--- src/rtl/fft_reader_pkg.sv ---
// Shared constants and FSM encoding for the FFT energy reader.
package fft_reader_pkg;

  localparam int unsigned DATA_W   = 16;
  localparam int unsigned ADDR_W   = 10;
  localparam int unsigned ACC_W    = 48;
  localparam int unsigned N_BINS   = 1 << ADDR_W;
  localparam int unsigned LAST_BIN = N_BINS - 1;

  typedef enum logic [1:0] {
    IDLE       = 2'd0,
    WAIT_FIRST = 2'd1,
    ACCUM      = 2'd2,
    FLUSH      = 2'd3
  } state_t;

endpackage

--- src/rtl/fft_energy_reader_mag_sq_pipe.sv ---
// mag_sq_pipe: three-stage |X|^2 pipeline carrying valid and bin index alongside.
module mag_sq_pipe #(
  parameter int unsigned DATA_W = fft_reader_pkg::DATA_W,
  parameter int unsigned ADDR_W = fft_reader_pkg::ADDR_W
) (
  input  logic                     clock,
  input  logic                     reset_n,
  input  logic                     in_valid,
  input  logic [ADDR_W-1:0]        in_idx,
  input  logic signed [DATA_W-1:0] in_re,
  input  logic signed [DATA_W-1:0] in_im,
  output logic                     out_valid,
  output logic [ADDR_W-1:0]        out_idx,
  output logic [2*DATA_W:0]        out_mag
);

  localparam int unsigned PROD_W = 2 * DATA_W;

  logic                     s1_valid;
  logic [ADDR_W-1:0]        s1_idx;
  logic signed [DATA_W-1:0] s1_re;
  logic signed [DATA_W-1:0] s1_im;
  logic                     s2_valid;
  logic [ADDR_W-1:0]        s2_idx;
  logic [PROD_W-1:0]        s2_re_sq;
  logic [PROD_W-1:0]        s2_im_sq;
  logic signed [PROD_W-1:0] re_ext_c;
  logic signed [PROD_W-1:0] im_ext_c;
  logic signed [PROD_W-1:0] re_sq_c;
  logic signed [PROD_W-1:0] im_sq_c;

  // Full-width signed squares; (-2^15)^2 = 2^30 still fits as a positive value.
  assign re_ext_c = {{DATA_W{s1_re[DATA_W-1]}}, s1_re};
  assign im_ext_c = {{DATA_W{s1_im[DATA_W-1]}}, s1_im};
  assign re_sq_c  = re_ext_c * re_ext_c;
  assign im_sq_c  = im_ext_c * im_ext_c;

  // S1 capture, S2 squares, S3 sum with one guard bit.
  always_ff @(posedge clock or negedge reset_n) begin
    if (!reset_n) begin
      s1_valid  <= 1'b0;
      s1_idx    <= '0;
      s1_re     <= '0;
      s1_im     <= '0;
      s2_valid  <= 1'b0;
      s2_idx    <= '0;
      s2_re_sq  <= '0;
      s2_im_sq  <= '0;
      out_valid <= 1'b0;
      out_idx   <= '0;
      out_mag   <= '0;
    end else begin
      s1_valid  <= in_valid;
      s1_idx    <= in_idx;
      s1_re     <= in_re;
      s1_im     <= in_im;
      s2_valid  <= s1_valid;
      s2_idx    <= s1_idx;
      s2_re_sq  <= $unsigned(re_sq_c);
      s2_im_sq  <= $unsigned(im_sq_c);
      out_valid <= s2_valid;
      out_idx   <= s2_idx;
      out_mag   <= {1'b0, s2_re_sq} + {1'b0, s2_im_sq};
    end
  end

endmodule

--- src/rtl/fft_energy_reader.sv ---
// fft_energy_reader: consumes one FFT frame, accumulates bin energy, flags
// ordering errors and threshold detection.
// Optional peak-bin tracking: define FFT_ENERGY_READER_PEAK_BIN_EN.
module fft_energy_reader #(
  parameter int unsigned DATA_W = fft_reader_pkg::DATA_W,
  parameter int unsigned ADDR_W = fft_reader_pkg::ADDR_W,
  parameter int unsigned ACC_W  = fft_reader_pkg::ACC_W
) (
  input  logic                     clock,
  input  logic                     reset_n,
  input  logic                     start,
  input  logic                     fft_dv,
  input  logic [ADDR_W-1:0]        fft_xk_index,
  input  logic signed [DATA_W-1:0] fft_xk_re,
  input  logic signed [DATA_W-1:0] fft_xk_im,
  input  logic [ACC_W-1:0]         threshold,
  output logic                     busy,
  output logic [ACC_W-1:0]         energy,
  output logic                     energy_valid,
  output logic                     detect,
  output logic                     index_err,
  output logic [2*DATA_W:0]        peak_mag,
  output logic [ADDR_W-1:0]        peak_idx
);

  import fft_reader_pkg::*;

  localparam int unsigned      MAG_W    = 2 * DATA_W + 1;
  localparam logic [ADDR_W-1:0] LAST_IDX = '1;

  state_t            state_q, state_d;
  logic [ACC_W-1:0]  acc_q, acc_d, acc_sum_c;
  logic [ACC_W-1:0]  thr_q, thr_d;
  logic [ADDR_W-1:0] expected_q, expected_d;
  logic              busy_d, energy_valid_d, detect_d, index_err_d;
  logic [ACC_W-1:0]  energy_d;
  logic              feed_c, accept_c, done_c, mag_en_c;
  logic              mag_valid;
  logic [ADDR_W-1:0] mag_idx;
  logic [MAG_W-1:0]  mag;

  mag_sq_pipe #(.DATA_W(DATA_W), .ADDR_W(ADDR_W)) u_pipe (
    .clock    (clock),
    .reset_n  (reset_n),
    .in_valid (feed_c),
    .in_idx   (fft_xk_index),
    .in_re    (fft_xk_re),
    .in_im    (fft_xk_im),
    .out_valid(mag_valid),
    .out_idx  (mag_idx),
    .out_mag  (mag)
  );

  // Only beats of the live frame reach the accumulator; leftovers of a dropped frame drain unused.
  assign mag_en_c  = mag_valid && ((state_q == ACCUM) || (state_q == FLUSH));
  assign acc_sum_c = mag_en_c ? acc_q + ACC_W'(mag) : acc_q;

  // Next-state and next-output logic for the frame FSM.
  always_comb begin
    state_d        = state_q;
    acc_d          = acc_sum_c;
    thr_d          = thr_q;
    expected_d     = expected_q;
    busy_d         = busy;
    energy_d       = energy;
    energy_valid_d = 1'b0;
    detect_d       = detect;
    index_err_d    = index_err;
    feed_c         = 1'b0;
    accept_c       = 1'b0;
    done_c         = 1'b0;
    case (state_q)
      IDLE: begin
        if (start) accept_c = 1'b1;
      end
      WAIT_FIRST: begin
        if (fft_dv && (fft_xk_index == '0)) begin
          feed_c     = 1'b1;
          expected_d = ADDR_W'(1);
          state_d    = ACCUM;
        end
      end
      ACCUM: begin
        if (fft_dv) begin
          if (fft_xk_index != expected_q) begin
            index_err_d = 1'b1;
            busy_d      = 1'b0;
            state_d     = IDLE;
          end else begin
            feed_c     = 1'b1;
            expected_d = expected_q + ADDR_W'(1);
            if (fft_xk_index == LAST_IDX) state_d = FLUSH;
          end
        end
      end
      FLUSH: begin
        if (mag_valid && (mag_idx == LAST_IDX)) begin
          done_c         = 1'b1;
          energy_valid_d = 1'b1;
          energy_d       = acc_sum_c;
          detect_d       = (acc_sum_c > thr_q);
          busy_d         = 1'b0;
          state_d        = IDLE;
          if (start) accept_c = 1'b1;
        end
      end
      default: state_d = IDLE;
    endcase
    if (accept_c) begin
      thr_d       = threshold;
      acc_d       = '0;
      expected_d  = '0;
      index_err_d = 1'b0;
      busy_d      = 1'b1;
      state_d     = WAIT_FIRST;
    end
  end

  // State and output registers.
  always_ff @(posedge clock or negedge reset_n) begin
    if (!reset_n) begin
      state_q      <= IDLE;
      acc_q        <= '0;
      thr_q        <= '0;
      expected_q   <= '0;
      busy         <= 1'b0;
      energy       <= '0;
      energy_valid <= 1'b0;
      detect       <= 1'b0;
      index_err    <= 1'b0;
    end else begin
      state_q      <= state_d;
      acc_q        <= acc_d;
      thr_q        <= thr_d;
      expected_q   <= expected_d;
      busy         <= busy_d;
      energy       <= energy_d;
      energy_valid <= energy_valid_d;
      detect       <= detect_d;
      index_err    <= index_err_d;
    end
  end

`ifdef FFT_ENERGY_READER_PEAK_BIN_EN
  logic [MAG_W-1:0]  run_mag_q, run_mag_d, peak_mag_d;
  logic [ADDR_W-1:0] run_idx_q, run_idx_d, peak_idx_d;

  // Running maximum; strict compare keeps the lowest index on ties.
  always_comb begin
    run_mag_d  = run_mag_q;
    run_idx_d  = run_idx_q;
    peak_mag_d = peak_mag;
    peak_idx_d = peak_idx;
    if (mag_en_c && (mag > run_mag_q)) begin
      run_mag_d = mag;
      run_idx_d = mag_idx;
    end
    if (done_c) begin
      peak_mag_d = run_mag_d;
      peak_idx_d = run_idx_d;
    end
    if (accept_c) begin
      run_mag_d = '0;
      run_idx_d = '0;
      if (!done_c) begin
        peak_mag_d = '0;
        peak_idx_d = '0;
      end
    end
  end

  // Peak registers.
  always_ff @(posedge clock or negedge reset_n) begin
    if (!reset_n) begin
      run_mag_q <= '0;
      run_idx_q <= '0;
      peak_mag  <= '0;
      peak_idx  <= '0;
    end else begin
      run_mag_q <= run_mag_d;
      run_idx_q <= run_idx_d;
      peak_mag  <= peak_mag_d;
      peak_idx  <= peak_idx_d;
    end
  end
`else
  assign peak_mag = '0;
  assign peak_idx = '0;
`endif

endmodule

--- config.mk ---
export PLATFORM = sky130hd
export DESIGN_NAME = fft_energy_reader
export DESIGN_NICKNAME = d
export VERILOG_FILES = /design/src/rtl/fft_reader_pkg.sv /design/src/rtl/fft_energy_reader_mag_sq_pipe.sv /design/src/rtl/fft_energy_reader.sv
export SDC_FILE = /design/constraint.sdc
export NUM_CORES = 2
export LEC_CHECK = 0
export ABC_AREA = 0
export CAP_MARGIN = 0
export CORE_MARGIN = 2
export CORE_UTILIZATION = 62
export DETAILED_ROUTE_END_ITERATION = 12
export PLACE_DENSITY = 0.82
export SYNTH_ARGS = -nofsm -noshare
export SYNTH_HDL_FRONTEND = slang
export SYNTH_HIERARCHICAL = 1
export SYNTH_SLANG_ARGS = --single-unit
--- constraint.sdc ---
create_clock -name clock -period 6.7 [get_ports clock]
set_input_delay 0.67 -clock clock [delete_from_list [all_inputs] [get_ports clock]]
set_output_delay 0.67 -clock clock [all_outputs]
set_load 0.02 [all_outputs]
======== After elaboration in Yosys (flattened, before gate mapping) ========
Cells that the tools add are included.
operators by class
  add/sub/neg operators ................... 3
  $mul .................................... 2
  divide/modulo/power cells ............... 0
  order comparisons ....................... 1
  equal/unequal tests ..................... 12
  shifts and indexed selects .............. 0
  mux-type cells .......................... 32
  bitwise operators ....................... 0
  reductions and logical operators ........ 17
operators with widths
  kind                   number
  $mux 48                2
  $mul 16x16->32         2
  $add 48x33->48         1
  $gt 48x48->1           1
  $mux 10                4
  $add 32x32->33         1
  $eq 10x10->1 const B   2
  $pmux 10 s2            1
  $mux 1                 15
  $mux 2                 6
  $add 10x1->10 const B  1
  $logic_not 10->1       1
  $ne 10x10->1           1
  $ne 3x3->1 const B     3
  $reduce_and 4->1       2
  $ne 3x2->1 const B     2
  $pmux 1 s2             3
  $pmux 2 s3             1
  $reduce_bool 2->1      3
  $reduce_bool 3->1      2
  $reduce_and 5->1       1
  $eq 2x2->1 const B     2
  $ne 4x2->1 const B     1
  $reduce_bool 4->1      1
  other kinds (6)        8
word-level totals
  flip-flop bits (word level) ............. 322
  bits in latches ......................... 0
  memory bits (writable) .................. 0
  memory bits (read-only) ................. 0
  input bits .............................. 94
  output and inout port bits .............. 95
  logic and storage cells ................. 87
  memories kept ........................... 0

======== Depth between registers and ports, before layout ========
  depth in word-level cells ............... 6
  gate-level depth with buffers ........... 24
  mapped depth without buffers ............ 24

======== Modules after synthesis ========
Netlist, hierarchy kept.
by module, submodules not included
  module             times used  cells each  area an instance (µm²)  seq. area each (µm²)
  mag_sq_pipe        1           2274        22994.6                 4003.8
  fft_energy_reader  1           1187        10248.6                 4003.8

======== Worst setup path after synthesis ========
Ideal clock, no wire load.
  path kind ............................... register to register
  from .................................... register u_pipe.s1_re[15]
  to ...................................... register u_pipe.s2_re_sq[28]
  setup time .............................. 0.126 ns
  data arrival time ....................... 6.008 ns
  required time ........................... 6.574 ns
  path slack .............................. 0.566 ns
  cell stages (with the launch flop) ...... 23
  buffers on the path ..................... 2
  clock period less this slack ............ 6.134 ns
  cell sequence ........................... dfrtp_1 clkbuf_1 clkbuf_1 nand2_1 inv_1 fa_1 fa_1 fa_1 fa_1 fa_1 inv_1 fa_1 inv_1 ha_1 nand2_1 and2b_1 nor2_1 a21boi_0 o311ai_2 a2111oi_2 o21a_1 nor4_1 a311o_1
between the ends
  longest elaborated chain between the ends .. 1
ends and longest elaborated chain
  what                    line                                 RTL
  from (decl)             fft_energy_reader_mag_sq_pipe.sv:21  logic signed [DATA_W-1:0] s1_re;
  from (signal assigned)  fft_energy_reader_mag_sq_pipe.sv:55  s1_re <= in_re;
  $mul 16x16->32          fft_energy_reader_mag_sq_pipe.sv:35  assign re_sq_c = re_ext_c * re_ext_c;
  via u_pipe.re_sq_c[28]  fft_energy_reader_mag_sq_pipe.sv:29  logic signed [PROD_W-1:0] re_sq_c;
  to (signal assigned)    fft_energy_reader_mag_sq_pipe.sv:59  s2_re_sq <= $unsigned(re_sq_c);
  to (decl)               fft_energy_reader_mag_sq_pipe.sv:25  logic [PROD_W-1:0] s2_re_sq;
The timed path passes the listed nets, and every way through them passes these cells.
A chain may end at the register's enable or synchronous reset.

======== Worst setup path after layout ========
  from .................................... register u_pipe.s1_im[6]
  to ...................................... register u_pipe.s2_im_sq[30]
between the ends
  longest elaborated chain between the ends .. 1
ends and longest elaborated chain
  what                    line                                 RTL
  from (decl)             fft_energy_reader_mag_sq_pipe.sv:22  logic signed [DATA_W-1:0] s1_im;
  from (signal assigned)  fft_energy_reader_mag_sq_pipe.sv:56  s1_im <= in_im;
  $mul 16x16->32          fft_energy_reader_mag_sq_pipe.sv:36  assign im_sq_c = im_ext_c * im_ext_c;
  via u_pipe.im_sq_c[30]  fft_energy_reader_mag_sq_pipe.sv:30  logic signed [PROD_W-1:0] im_sq_c;
  to (signal assigned)    fft_energy_reader_mag_sq_pipe.sv:60  s2_im_sq <= $unsigned(im_sq_c);
  to (decl)               fft_energy_reader_mag_sq_pipe.sv:26  logic [PROD_W-1:0] s2_im_sq;
The timed path passes the listed nets, and every way through them passes these cells.

==> run_results.csv <==
group,metric,value,unit
timing,grt_setup_unrepaired,"false",
route,dr_total_vias,23557,
cts,cts-root-buf,"clkbuf_16",
timing,fin_worst_skew,12.5,ps
synthesis,ys_seq_elements,320,
synthesis,synthTopCellsByArea,"fa_1 (28%), dfrtp_1 (24%), ha_1 (11%)",
cts,cts_tree,"built",
cts,clk_transition_reported_paths,60,ps
cts,postCtsHoldBufs,0,
synthesis,synth_area,33200,µm²
cts,clock_path_buffers,3,
synthesis,yosys.area.top_type,"fa_1",
route,viasPerCell,5.47,
synthesis,syn_area_per_cell,9.61,µm²
final_layout,area_growth,10.4,%
route,wl_per_cell,16.7,µm
floorplan,io_pins,189,
cts,htree_levels,2,
final_layout,layout.nets,4446,
route,drt_iter0_drc,1532,
setup_path,cp.required,7160,ps
cts,clk_latency,560,ps
floorplan,die_area,55500,µm²
flow_run,maxCapViolations,0,
global_route,grt_pass1_vias,25157,
place,io_buffers,145,
timing,slew_viol_final,0,
timing,worstMarginPinSlew,1080,ps
final_layout,fillers,3873,
setup_path,worstPathArrival,6860,ps
synthesis,synth_cells,3461,
route,drc,0,
setup_path,path_cells,"nand2_1 > fa_1 > fa_1 > fa_1 > inv_1 > fa_1 > fa_1 > inv_1 > fa_1 > inv_1 > ha_1 > a21oi_1 > nand2_1 > o211ai_1 > o211a_1 > nand3_1 > a311o_1 > a2111oi_0 > a31oi_1 > o2111ai_1",
setup_path,critical-path-top-delay-family,"adder cells",
floorplan,core_area,52800,µm²
floorplan,start_util,63.0,%
route,ant_nets,0,
synthesis,ys_types,86,
final_layout,antenna_cells,0,
setup_path,crit_path_end_kind,"flip-flop",
route,drtPass1Iterations,7,
timing,worst_hold_slack,157,ps
setup_path,cp_max_fo,15,
synthesis,yosysWarnings,6,
setup_path,startpoint_type,"flip-flop",
cts,numCtsBuffers,38,
synthesis,synth_edf_count,0,
synthesis,synthFlopType,"dfrtp_1",
timing,post-route-period-util,95.5,%
worst_hold_path,min_path_type,"in -> async",
global_route,grt_pass1_wl,121000,µm
place,place.gp.congestion,0.928,
route,drt_wl_total,71800,µm
setup_path,cpMaxStageDelayCell,"dfrtp_1",
setup_path,crit_top_cell,"fa_1",
setup_path,cp_num_buf_inv,3,
timing,hold_viol,0,
timing,min_period,6400,ps
floorplan,rows,84,
setup_path,max_stage_delay,730,ps
timing,fmax,156,MHz
floorplan,die_w,236,µm
global_route,grt_max_degree,161,
synthesis,synth_top_area_share,28.2,%
global_route,grt_remaining_overflow,0,
synthesis,ys_seq_area_share,24.1,%
global_route,antenna_found_initial,0,
outcome,outcome,"completed",
setup_path,crit_type,"reg -> reg",
place,hpwlAfterDp,57700,µm
global_route,grt_usage,27.0,%
timing,setup_violations,0,
cts,cts.sinks,320,
final_layout,drive_above_1_share,4.73,%
floorplan,die-height,236,µm
synthesis,async_flop_share,100,%
timing,slew-limit-headroom,27.8,%
==> synth_stat cells, types with 16 or more instances <==
cell and instances:
and3_1 23, nand2_1 317, nand2b_1 23, nand4_1 33
and2_1 90, a21o_1 55, dfrtp_1 320, buf_4 43
a31oi_1 16, xnor2_1 110, o21a_1 25, fa_1 469
xor2_1 48, nor3_1 32, inv_1 740, o211ai_1 16
o21ai_0 131, a21oi_1 138, nor2b_1 19, nor2_1 182
mux2i_1 18, nand3_1 35, clkbuf_1 75, ha_1 297
o21ai_1 23
==> what timing repair did <==
item | 4_1_cts | 5_1_grt
resized for setup | 1 | 28
endpoints found under the setup margin | 2 | 8
setup buffers | 0 | 2
pin swaps | 0 | 1
==> flip-flops by register name, indices dropped and copies added (netlist names), 10 cells and up <==
name	count
u_pipe/s2_re_sq	31
u_pipe/s2_idx	10
u_pipe/out_idx	10
acc_q	48
energy	48
u_pipe/s2_im_sq	31
u_pipe/s1_im	16
expected_q	10
u_pipe/out_mag	33
u_pipe/s1_re	16
u_pipe/s1_idx	10
thr_q	48
==> cells in the final DEF (no fill, tap or decap), types with 15 or more instances in the layout <==
master,synthesis,layout
o21ai_1,23,24
nand2b_1,23,23
buf_4,43,35
xnor2_1,110,110
xor2_1,48,48
mux2i_1,18,18
nand3_1,35,35
o21a_1,25,25
o211ai_1,16,16
nor3_1,32,32
o21ai_0,131,130
dfrtp_1,320,303
nand4_1,33,33
ha_1,297,297
nor2b_1,19,19
nor2_1,182,182
nand2_1,317,317
a31oi_1,16,15
dfrtp_2,0,16
fa_1,469,466
inv_1,740,739
and3_1,23,23
conb_1,1,43
a21oi_1,138,138
a211oi_1,15,15
clkbuf_16,0,39
and2_1,90,90
clkdlybuf4s50_1,0,144
a21o_1,55,55
==> path summary, 6_finish.rpt <==
kind / startpoint / end / slack (ps) / cells after the start
max: u_pipe/s1_im[6] / u_pipe/s2_im_sq[30] / 300 / 20
min: reset_n / u_pipe/out_idx[7] / 160 / 1
max reg2reg: u_pipe/s1_im[6] / u_pipe/s2_im_sq[30] / 300 / 20
min reg2reg: u_pipe/s1_idx[7] / u_pipe/s2_idx[7] / 350 / 0
max in group asynchronous: reset_n / u_pipe/s1_im[9] / 5120 / 2
min in group clock: u_pipe/s1_idx[7] / u_pipe/s2_idx[7] / 350 / 0
==> logic make-up (layout without fill, tap and decap cells) <==
family | count (synthesis) | in the layout | share of synthesized area [%]
buf+inv | 879 | 991 | 10.5
simple gates | 794 | 794 | 11.0
fa+ha+maj | 766 | 766 | 39.4
compound gates | 522 | 522 | 10.2
flops | 320 | 320 | 24.1
xor+xnor | 158 | 158 | 4.16
mux | 21 | 21 | 0.644
other cells | 1 | 43 | 0.0113
==> through the flow <==
stage	setup TNS, ps	cells	util [%]	setup slack [ps]	instance area, µm²
global route	0	4303	69.6	8.37	36700
finish	0	4303	69.6	298	36700
global placement	0	4232	66.9	60.7	35300
CTS	0	4301	69.4	26.5	36600
detailed placement	-110	4232	66.9	-64.6	35300
floorplan	0	3503	-	566	33400
==> routing by layer <==
layer	share of wire [%]	global-route usage [%]	vias to the layer above
met2	51	46.9	622
met1	42	35.2	11731
met4	3.5	9.90	0
met3	4.3	3.01	154
li1	-	-	11050
met5	0	0	-
==> cell type report <==
| class | count | area [µm²] | area share, % |
|---|---|---|---|
| inverters | 741 | 2790 | 7.59 |
| multi-input cells | 2304 | 22000 | 59.8 |
| clock inverters | 26 | 295 | 0.804 |
| clock buffers | 43 | 1030 | 2.81 |
| flip-flops and latches | 320 | 8030 | 21.9 |
| repair buffers | 181 | 1740 | 4.74 |
| well taps | 688 | 861 | 2.35 |
Power is left out: the tool's default activity adds up to more than one toggle a clock period on the data nets, which glitch-free logic cannot reach.
